File: src/rtl/rst_seq.sv
// Reset sequencer: releases STAGES reset outputs in ascending order, each gated by a
// synchronized ready/lock input with timeout, followed by a fixed settle delay.
module rst_seq #(
    parameter int STAGES    = 4,
    parameter int HOLD_CYC  = 16,
    parameter int STAGE_DLY = 1000,
    parameter int TIMEOUT   = 65535,
    parameter int CNT_W     = 16
) (
    input  logic              in_clk,
    input  logic              in_areset_n,
    input  logic              in_soft_rst,
    input  logic [STAGES-1:0] in_stage_ready,
    output logic [STAGES-1:0] out_reset,
    output logic              out_all_done,
    output logic              out_err,
    output logic [3:0]        out_err_stage
);

    typedef enum logic [2:0] {
        ST_HOLD,
        ST_WAIT_RDY,
        ST_DELAY,
        ST_DONE,
        ST_ERR
    } state_t;

    localparam logic [CNT_W-1:0] HOLD_LAST = CNT_W'(HOLD_CYC - 1);
    localparam logic [CNT_W-1:0] DLY_LAST  = CNT_W'(STAGE_DLY - 1);
    localparam logic [CNT_W-1:0] TO_LAST   = CNT_W'(TIMEOUT - 1);
    localparam logic [3:0]       IDX_LAST  = 4'(STAGES - 1);

    state_t            state_q, state_d;
    logic [CNT_W-1:0]  cnt_q, cnt_d;
    logic [3:0]        idx_q, idx_d;
    logic [STAGES-1:0] reset_q, reset_d;
    logic              all_done_q, all_done_d;
    logic              err_q, err_d;
    logic [3:0]        err_stage_q, err_stage_d;
    logic [STAGES-1:0] rdy_meta_q, rdy_meta_d;
    logic [STAGES-1:0] rdy_sync_q, rdy_sync_d;

    logic [STAGES-1:0] idx_mask;
    logic              rdy_sel;

    always_ff @(posedge in_clk or negedge in_areset_n) begin
        if (!in_areset_n) begin
            state_q     <= ST_HOLD;
            cnt_q       <= '0;
            idx_q       <= '0;
            reset_q     <= '1;
            all_done_q  <= 1'b0;
            err_q       <= 1'b0;
            err_stage_q <= '0;
            rdy_meta_q  <= '0;
            rdy_sync_q  <= '0;
        end else begin
            state_q     <= state_d;
            cnt_q       <= cnt_d;
            idx_q       <= idx_d;
            reset_q     <= reset_d;
            all_done_q  <= all_done_d;
            err_q       <= err_d;
            err_stage_q <= err_stage_d;
            rdy_meta_q  <= rdy_meta_d;
            rdy_sync_q  <= rdy_sync_d;
        end
    end

    always_comb begin
        rdy_meta_d  = in_stage_ready;
        rdy_sync_d  = rdy_meta_q;
        state_d     = state_q;
        cnt_d       = cnt_q;
        idx_d       = idx_q;
        reset_d     = reset_q;
        all_done_d  = all_done_q;
        err_d       = err_q;
        err_stage_d = err_stage_q;
        idx_mask    = STAGES'(1) << idx_q;
        rdy_sel     = |(rdy_sync_q & idx_mask);

        // Soft reset overrides every state, including loss of lock, timeout and release
        if (in_soft_rst) begin
            state_d     = ST_HOLD;
            cnt_d       = '0;
            idx_d       = '0;
            reset_d     = '1;
            all_done_d  = 1'b0;
            err_d       = 1'b0;
            err_stage_d = '0;
        end else begin
            case (state_q)
                ST_HOLD: begin
                    if (cnt_q == HOLD_LAST) begin
                        state_d = ST_WAIT_RDY;
                        cnt_d   = '0;
                        idx_d   = '0;
                    end else begin
                        cnt_d = cnt_q + 1'b1;
                    end
                end
                ST_WAIT_RDY: begin
                    // Ready is tested before the timeout so a tie resolves to DELAY
                    if (rdy_sel) begin
                        state_d = ST_DELAY;
                        cnt_d   = '0;
                    end else if (cnt_q == TO_LAST) begin
                        state_d     = ST_ERR;
                        cnt_d       = '0;
                        err_d       = 1'b1;
                        err_stage_d = idx_q;
                    end else begin
                        cnt_d = cnt_q + 1'b1;
                    end
                end
                ST_DELAY: begin
                    if (cnt_q == DLY_LAST) begin
                        reset_d = reset_q & ~idx_mask;
                        cnt_d   = '0;
                        if (idx_q == IDX_LAST) begin
                            state_d    = ST_DONE;
                            all_done_d = 1'b1;
                        end else begin
                            state_d = ST_WAIT_RDY;
                            idx_d   = idx_q + 1'b1;
                        end
                    end else begin
                        cnt_d = cnt_q + 1'b1;
                    end
                end
                ST_DONE: begin
                    if (!(&rdy_sync_q)) begin
                        state_d    = ST_HOLD;
                        cnt_d      = '0;
                        idx_d      = '0;
                        reset_d    = '1;
                        all_done_d = 1'b0;
                    end
                end
                ST_ERR: begin
                    state_d = ST_ERR;
                end
                default: begin
                    state_d = ST_HOLD;
                    cnt_d   = '0;
                    idx_d   = '0;
                    reset_d = '1;
                end
            endcase
        end
    end

    assign out_reset     = reset_q;
    assign out_all_done  = all_done_q;
    assign out_err       = err_q;
    assign out_err_stage = err_stage_q;

endmodule

File: config.mk
export PLATFORM = sky130hd
export DESIGN_NAME = rst_seq
export DESIGN_NICKNAME = d
export VERILOG_FILES = /design/src/rtl/rst_seq.sv
export SDC_FILE = /design/constraint.sdc
export NUM_CORES = 1
export LEC_CHECK = 0
export ABC_CLOCK_PERIOD_IN_PS = 2500
export CORE_UTILIZATION = 50
export DETAILED_ROUTE_END_ITERATION = 7
export GPL_TIMING_DRIVEN = 0
export PLACE_DENSITY_LB_ADDON = 0.3
export SYNTH_ARGS = -nofsm -noshare
export SYNTH_HDL_FRONTEND = slang
export SYNTH_SLANG_ARGS = --single-unit
File: constraint.sdc
create_clock -name in_clk -period 2.5 [get_ports in_clk]
set_input_delay 0.375 -clock in_clk [delete_from_list [all_inputs] [get_ports in_clk]]
set_output_delay 0.375 -clock in_clk [all_outputs]
set_load 0.01 [all_outputs]
# After elaboration in Yosys (flattened, before gate mapping)
# Cells that the tools add are included.
totals:
  reg_bits: 41
  latchBits: 0
  ram_bits: 0
  romBits: 0
  inputBits: 7
  output_inout_bits: 10
  elab_cells: 85
  memories: 0
classes:
  n_addsub: 2
  mul: 0
  div_mod_pow: 0
  magnitude_cmp: 0
  n_eq_ne: 18
  shifts: 1
  n_mux: 38
  n_bitwise: 3
  n_reduce_logical: 14
ops:
  columns: ["op", "count"]
  rows:
  - ["two-way mux 16 bit", 6]
  - ["case mux 16 bit (5 select lines)", 1]
  - ["two-way mux 4 bit", 12]
  - ["two-way mux 3 bit", 6]
  - ["adder 16 x 1 -> 16 bit, second input constant", 1]
  - ["equality test 16 x 10 -> 1 bit, second input constant", 1]
  - ["equality test 16 bit, second input constant", 1]
  - ["equality test 16 x 4 -> 1 bit, second input constant", 1]
  - ["case mux 4 bit (4 select lines)", 1]
  - ["inequality test 3 bit, second input constant", 5]
  - ["case mux 3 bit (5 select lines)", 1]
  - ["case mux 4 bit (3 select lines)", 1]
  - ["AND reduction 4 bit", 3]
  - ["AND 4 bit", 2]
  - ["two-way mux 1 bit", 8]
  - ["equality test 3 x 2 -> 1 bit, second input constant", 2]
  - ["AND reduction 3 bit", 2]
  - ["AND reduction 5 bit", 1]
  - ["adder 4 x 1 -> 4 bit, second input constant", 1]
  - ["equality test 4 x 2 -> 1 bit, second input constant", 1]
  - ["inequality test 2 x 1 -> 1 bit, second input constant", 2]
  - ["inequality test 2 bit, second input constant", 2]
  - ["inequality test 4 bit, second input constant", 1]
  - ["inverter 4 bit", 1]
  - ["other kinds (12)", 13]

# Logic depth before layout (Yosys ltp)
# Gate-level depths: netlist (run 1).
depth:
  word_depth: 6
  mapped_depth: 9
  ltp_nobuf: 8

# Worst setup path after synthesis (run 1)
# Ideal clock, no wire load.
synth_timing:
  path_type: "register to register"
  from: "reg cnt_q[0]"
  to: "reg cnt_q[10]"
  setup_ps: 121
  arrival_time_ps: 2082
  required_time_ps: 2379
  slack_ps: 297
  stages_incl_launch_ff: 9
  path_buffers: 1
  synth_period_minus_slack_ps: 2203
  path_cell_list: "dfrtp_1 > ha_1 > nor4b_1 > and4b_1 > nor2_1 > o311ai_4 > buf_2 > o21ai_0 > a22o_1"
synth_between:
  elab_chain_len: 5
  word_cells_on_any_way: 10
  cone_classes: "add/sub: 1; eq/ne: 3; mux: 6"
synth_rtl:
  columns: ["element", "line_no", "text"]
  rows:
  - ["from (decl)", "34", "logic [CNT_W-1:0] cnt_q, cnt_d;"]
  - ["from (signal assigned)", "59", "cnt_q <= cnt_d;"]
  - ["adder 16 x 1 -> 16 bit / equality test 16 bit (equally long branches)", null, null]
  - ["two-way mux 16 bit", "108", "end else if (cnt_q == TO_LAST) begin"]
  - ["two-way mux 16 bit", "105", "if (rdy_sel) begin"]
  - ["case mux 16 bit (5 select lines) (*)", "93", "case (state_q)"]
  - ["two-way mux 16 bit (*)", "84", "if (in_soft_rst) begin"]
# Every way passes the cells marked *; elsewhere a longest branch is shown, timed or not.
# A chain may end at the register's enable or synchronous reset.

# Final worst setup path (run 1)
layout_timing:
  from: "reg cnt_q[6]"
  to: "reg cnt_q[10]"
# Same word-level chain as after synthesis.

==> results.txt, run 1 <==
----------------------------------------------------
[Synthesis]
  Count of flip-flops with a built-in enable after synthesis ... 0
  Most repeated cell in the gate-level netlist after synthesis ... sky130_fd_sc_hd__dfrtp_1
  Post-synthesis instance area ... 0.00215 sq mm
  Per-instance average area after synthesis ... 9.61 sq um
  Synthesized net count ... approximately 230
  Number of warnings printed during yosys synthesis ... 0
  Most used flip-flop cell after synthesis ... sky130_fd_sc_hd__dfrtp_1
  Gate count after technology mapping ... about 220
  Top post-synthesis cells by area ... sky130_fd_sc_hd__dfrtp_1 (43%), sky130_fd_sc_hd__dfstp_2 (4.9%), sky130_fd_sc_hd__nand3_1 (4.2%)
  Sequential area share after synthesis ... roughly 48%
  Share of synthesized flip-flops with an asynchronous set or reset ... 100%
  Most frequent cells after synthesis ... sky130_fd_sc_hd__dfrtp_1 (37), sky130_fd_sc_hd__nand2_1 (21), sky130_fd_sc_hd__nor2_1 (20)
  Area share of the largest cell type after synthesis ... 43.0%
  Cell accounting for the most synthesized area ... sky130_fd_sc_hd__dfrtp_1
  Cell variety after synth ... 44
  Flop and latch count out of synthesis ... 41

[Flow run]
  Max-capacitance violation count ... 0

[Global routing]
  Global route overflow ... 0
  Number of global-route vias before repair ... 1,523
  Met2 Use GR ... between 20 and 30%
  Total Routing Usage GR ... 20.6%
  Antenna violations before repair ... 0
  Fraction of met1 tracks used by global routing ... 30.3%
  Met3 Usage GRT ... 5.07%
  Maximum number of pins on one net before global-route repair ... 42
  Global-route wire length before repair ... between 7000 and 8000 microns
  Layer with the highest usage ... met1

[Worst setup path]
  Category of the most critical setup path ... register to register
  Data required time at the worst endpoint ... 2680 ps
  Setup slack on the worst flop-to-flop path ... 110 ps
  Kind of end point of the critical path ... register
  Max FO, Critical Path ... 10
  Startpoint types ... register
  Critical path data arrival time ... 2570 ps

[Floorplanning]
  Standard-cell rows ... 23
  Die Y ... 67.6 microns
  Effective utilization at floorplan ... 53.1%
  Boundary pin count ... 17
  Core Box Area ... just over 0.004 sq mm
  Die W ... ~68 microns
  Area of the die ... 0.00457 sq mm

[Drt]
  Number of vias after detailed routing ... 1,785
  Average wire length per cell after detail routing ... 14.5 microns
  Total wirelength of the detailed-routed design ... 4330 microns
  Number of remaining DRC errors ... 0
  DRT antenna net count ... 0
  Initial DRC Count ... 115
  Ratio of routed vias to standard cells ... 5.97
  First-pass detailed-route iteration total ... 4

[Power and ir drop]
  Total power ... 1.34 mW
  PD cells ... 533 mW/mm^2
  Pleak ... about 1.1 nW
  Maximum resistive drop on vdd ... 0.380 mV

[Clocking]
  Clk_lat worst skew ... 290 ps
  Clk buf depth ... 2
  H-Tree Depth ... 2
  Clock transition time at the flip-flop clock pins of the worst setup and hold paths ... 80 ps
  TritonCTS clock tree ... built
  Number of clock sinks ... between 40 and 50
  Number of buffers created by CTS ... 5
  Root Buffer Master ... sky130_fd_sc_hd__clkbuf_8

[Place]
  Placed instance area ... about 0.0024 sq mm
  Placed cell count ... 289
  Post-place setup slack ... -126 ps
  PortBufs ... 15
  Final HPWL from detailed placement ... 2920 microns
  Weighted congestion at the end of routability-driven global placement ... 0.913

[Timing]
  RSZ-0062 raised after global routing ... true
  Final WS setup ... 113 ps
  Final max-slew violation count ... 0
  Max-slew headroom at the worst pin ... 39.9%
  Total negative slack for setup checks ... 0 ps
  Final setup viols ... 0
  Worst hold margin ... 192 ps
  Final worst-path cycle share ... a little over nine tenths
  Final period demand of the worst path ... 2390 ps
  Number of hold violations in the final report ... 0
  Worst-margin pin slew ... 902 ps
  FMAX ... around 420 MHz
  Clock Skew ... 5.31 ps

[Final layout]
  Antenna diodes ... 0
  Ratio of cells with drive above 1 in the final layout ... about an eighth
  Core occupancy in the finished layout ... 61.9%
  Area added between synthesis and finish ... 16.6%
  Filler cells ... 341
  Final cell count without fillers ... 299
  Post-Layout Inst Area ... 0.00251 sq mm
  Nets ... 258

[Min path]
  Class of the most critical hold timing path ... input pin to asynchronous set/reset pin

[Status]
  Status ... completed

----------------------------------------------------
[kinds of logic after synthesis]
kind of cell	Yosys count	share of synthesized area, %
compound gates	53	17.1
simple gates	102	26.1
flops	41	47.9
buf+inv	19	3.78
mux	6	3.37
fa+ha+maj	3	1.74
[registers in the layout, summed over array words and instances, names as in the netlist]
register,flops
out_reset,4
out_err_stage,4
cnt_q,16
rdy_sync_q,4
idx_q,4
out_err,1
state_q,3
out_all_done,1
rdy_meta_q,4
[path summary, 6_finish.rpt]
kind,from,to,depth (start not counted)
min in group in_clk,rdy_meta_q[0],rdy_sync_q[0],0
min,in_areset_n,cnt_q[7],1
max,cnt_q[6],cnt_q[10],7
min reg2reg,rdy_meta_q[0],rdy_sync_q[0],0
max reg2reg,cnt_q[6],cnt_q[10],7
max in group asynchronous,in_areset_n,cnt_q[13],1
[per-layer routing]
| layer | vias up | wire length [microns] |
|---|---|---|
| met5 | - | 0 |
| met4 | 0 | 44 |
| met3 | 6 | 207 |
| met2 | 47 | 1910 |
| met1 | 854 | 2170 |
| li1 | 878 | - |
[area by class of cell]
type                       instances  area [sq um]  area share, %
timing repair buffer              17           160           6.38
inverter                          10          37.5           1.50
clock inverter                     3          22.5          0.897
clock buffer                       5          68.8           2.74
tap                               50          62.6           2.49
sequential                        41          1030           41.1
multi-input combinational        164          1080           42.9
buffer                             9          50.0           1.99
[placed cells by master (no fill, tap or decap), types with 6 or more instances in the layout]
cell,synthesis,routed
sky130_fd_sc_hd__o21ai_0,16,16
sky130_fd_sc_hd__nand2_1,21,21
sky130_fd_sc_hd__nor3_1,6,6
sky130_fd_sc_hd__nor2_1,20,20
sky130_fd_sc_hd__a21o_1,8,8
sky130_fd_sc_hd__dfrtp_1,37,37
sky130_fd_sc_hd__a21oi_1,10,10
sky130_fd_sc_hd__and3_1,6,6
sky130_fd_sc_hd__nand3_1,18,17
sky130_fd_sc_hd__nand4_1,6,6
sky130_fd_sc_hd__clkdlybuf4s50_1,0,14
sky130_fd_sc_hd__inv_1,10,10
[critical path, stage by stage, from the launching register on]
cell	delay (ps)
sky130_fd_sc_hd__dfrtp_1	450
sky130_fd_sc_hd__nand4_1	280
sky130_fd_sc_hd__nor4_4	510
sky130_fd_sc_hd__nor3_4	100
sky130_fd_sc_hd__o311ai_4	380
sky130_fd_sc_hd__clkbuf_4	270
sky130_fd_sc_hd__o21ai_0	100
sky130_fd_sc_hd__a22o_1	180
[power by group]
| part | total [mW] | switching (mW) | internal [mW] |
|---|---|---|---|
| sequential | 0.708 | 0.0204 | 0.687 |
| clock | 0.431 | 0.235 | 0.196 |
| combinational | 0.200 | 0.115 | 0.0847 |
[repair_timing]
| item | 4_1_cts | 5_1_grt |
|---|---|---|
| pin swaps | 1 | 4 |
| hold buffers | 0 | 0 |
| gates cloned | 0 | 0 |
| resized for setup | 1 | 9 |
| setup buffers | 0 | 2 |
| setup endpoints to repair | 7 | 15 |
No activity file was read; power rests on OpenSTA's default activity.
==> inputs of run 2 (changes only) <==
CAP_MARGIN = 20   (was not set)
==> results of run 2 <==
The final DEF is identical to that of run 1; final timing and power are the same.
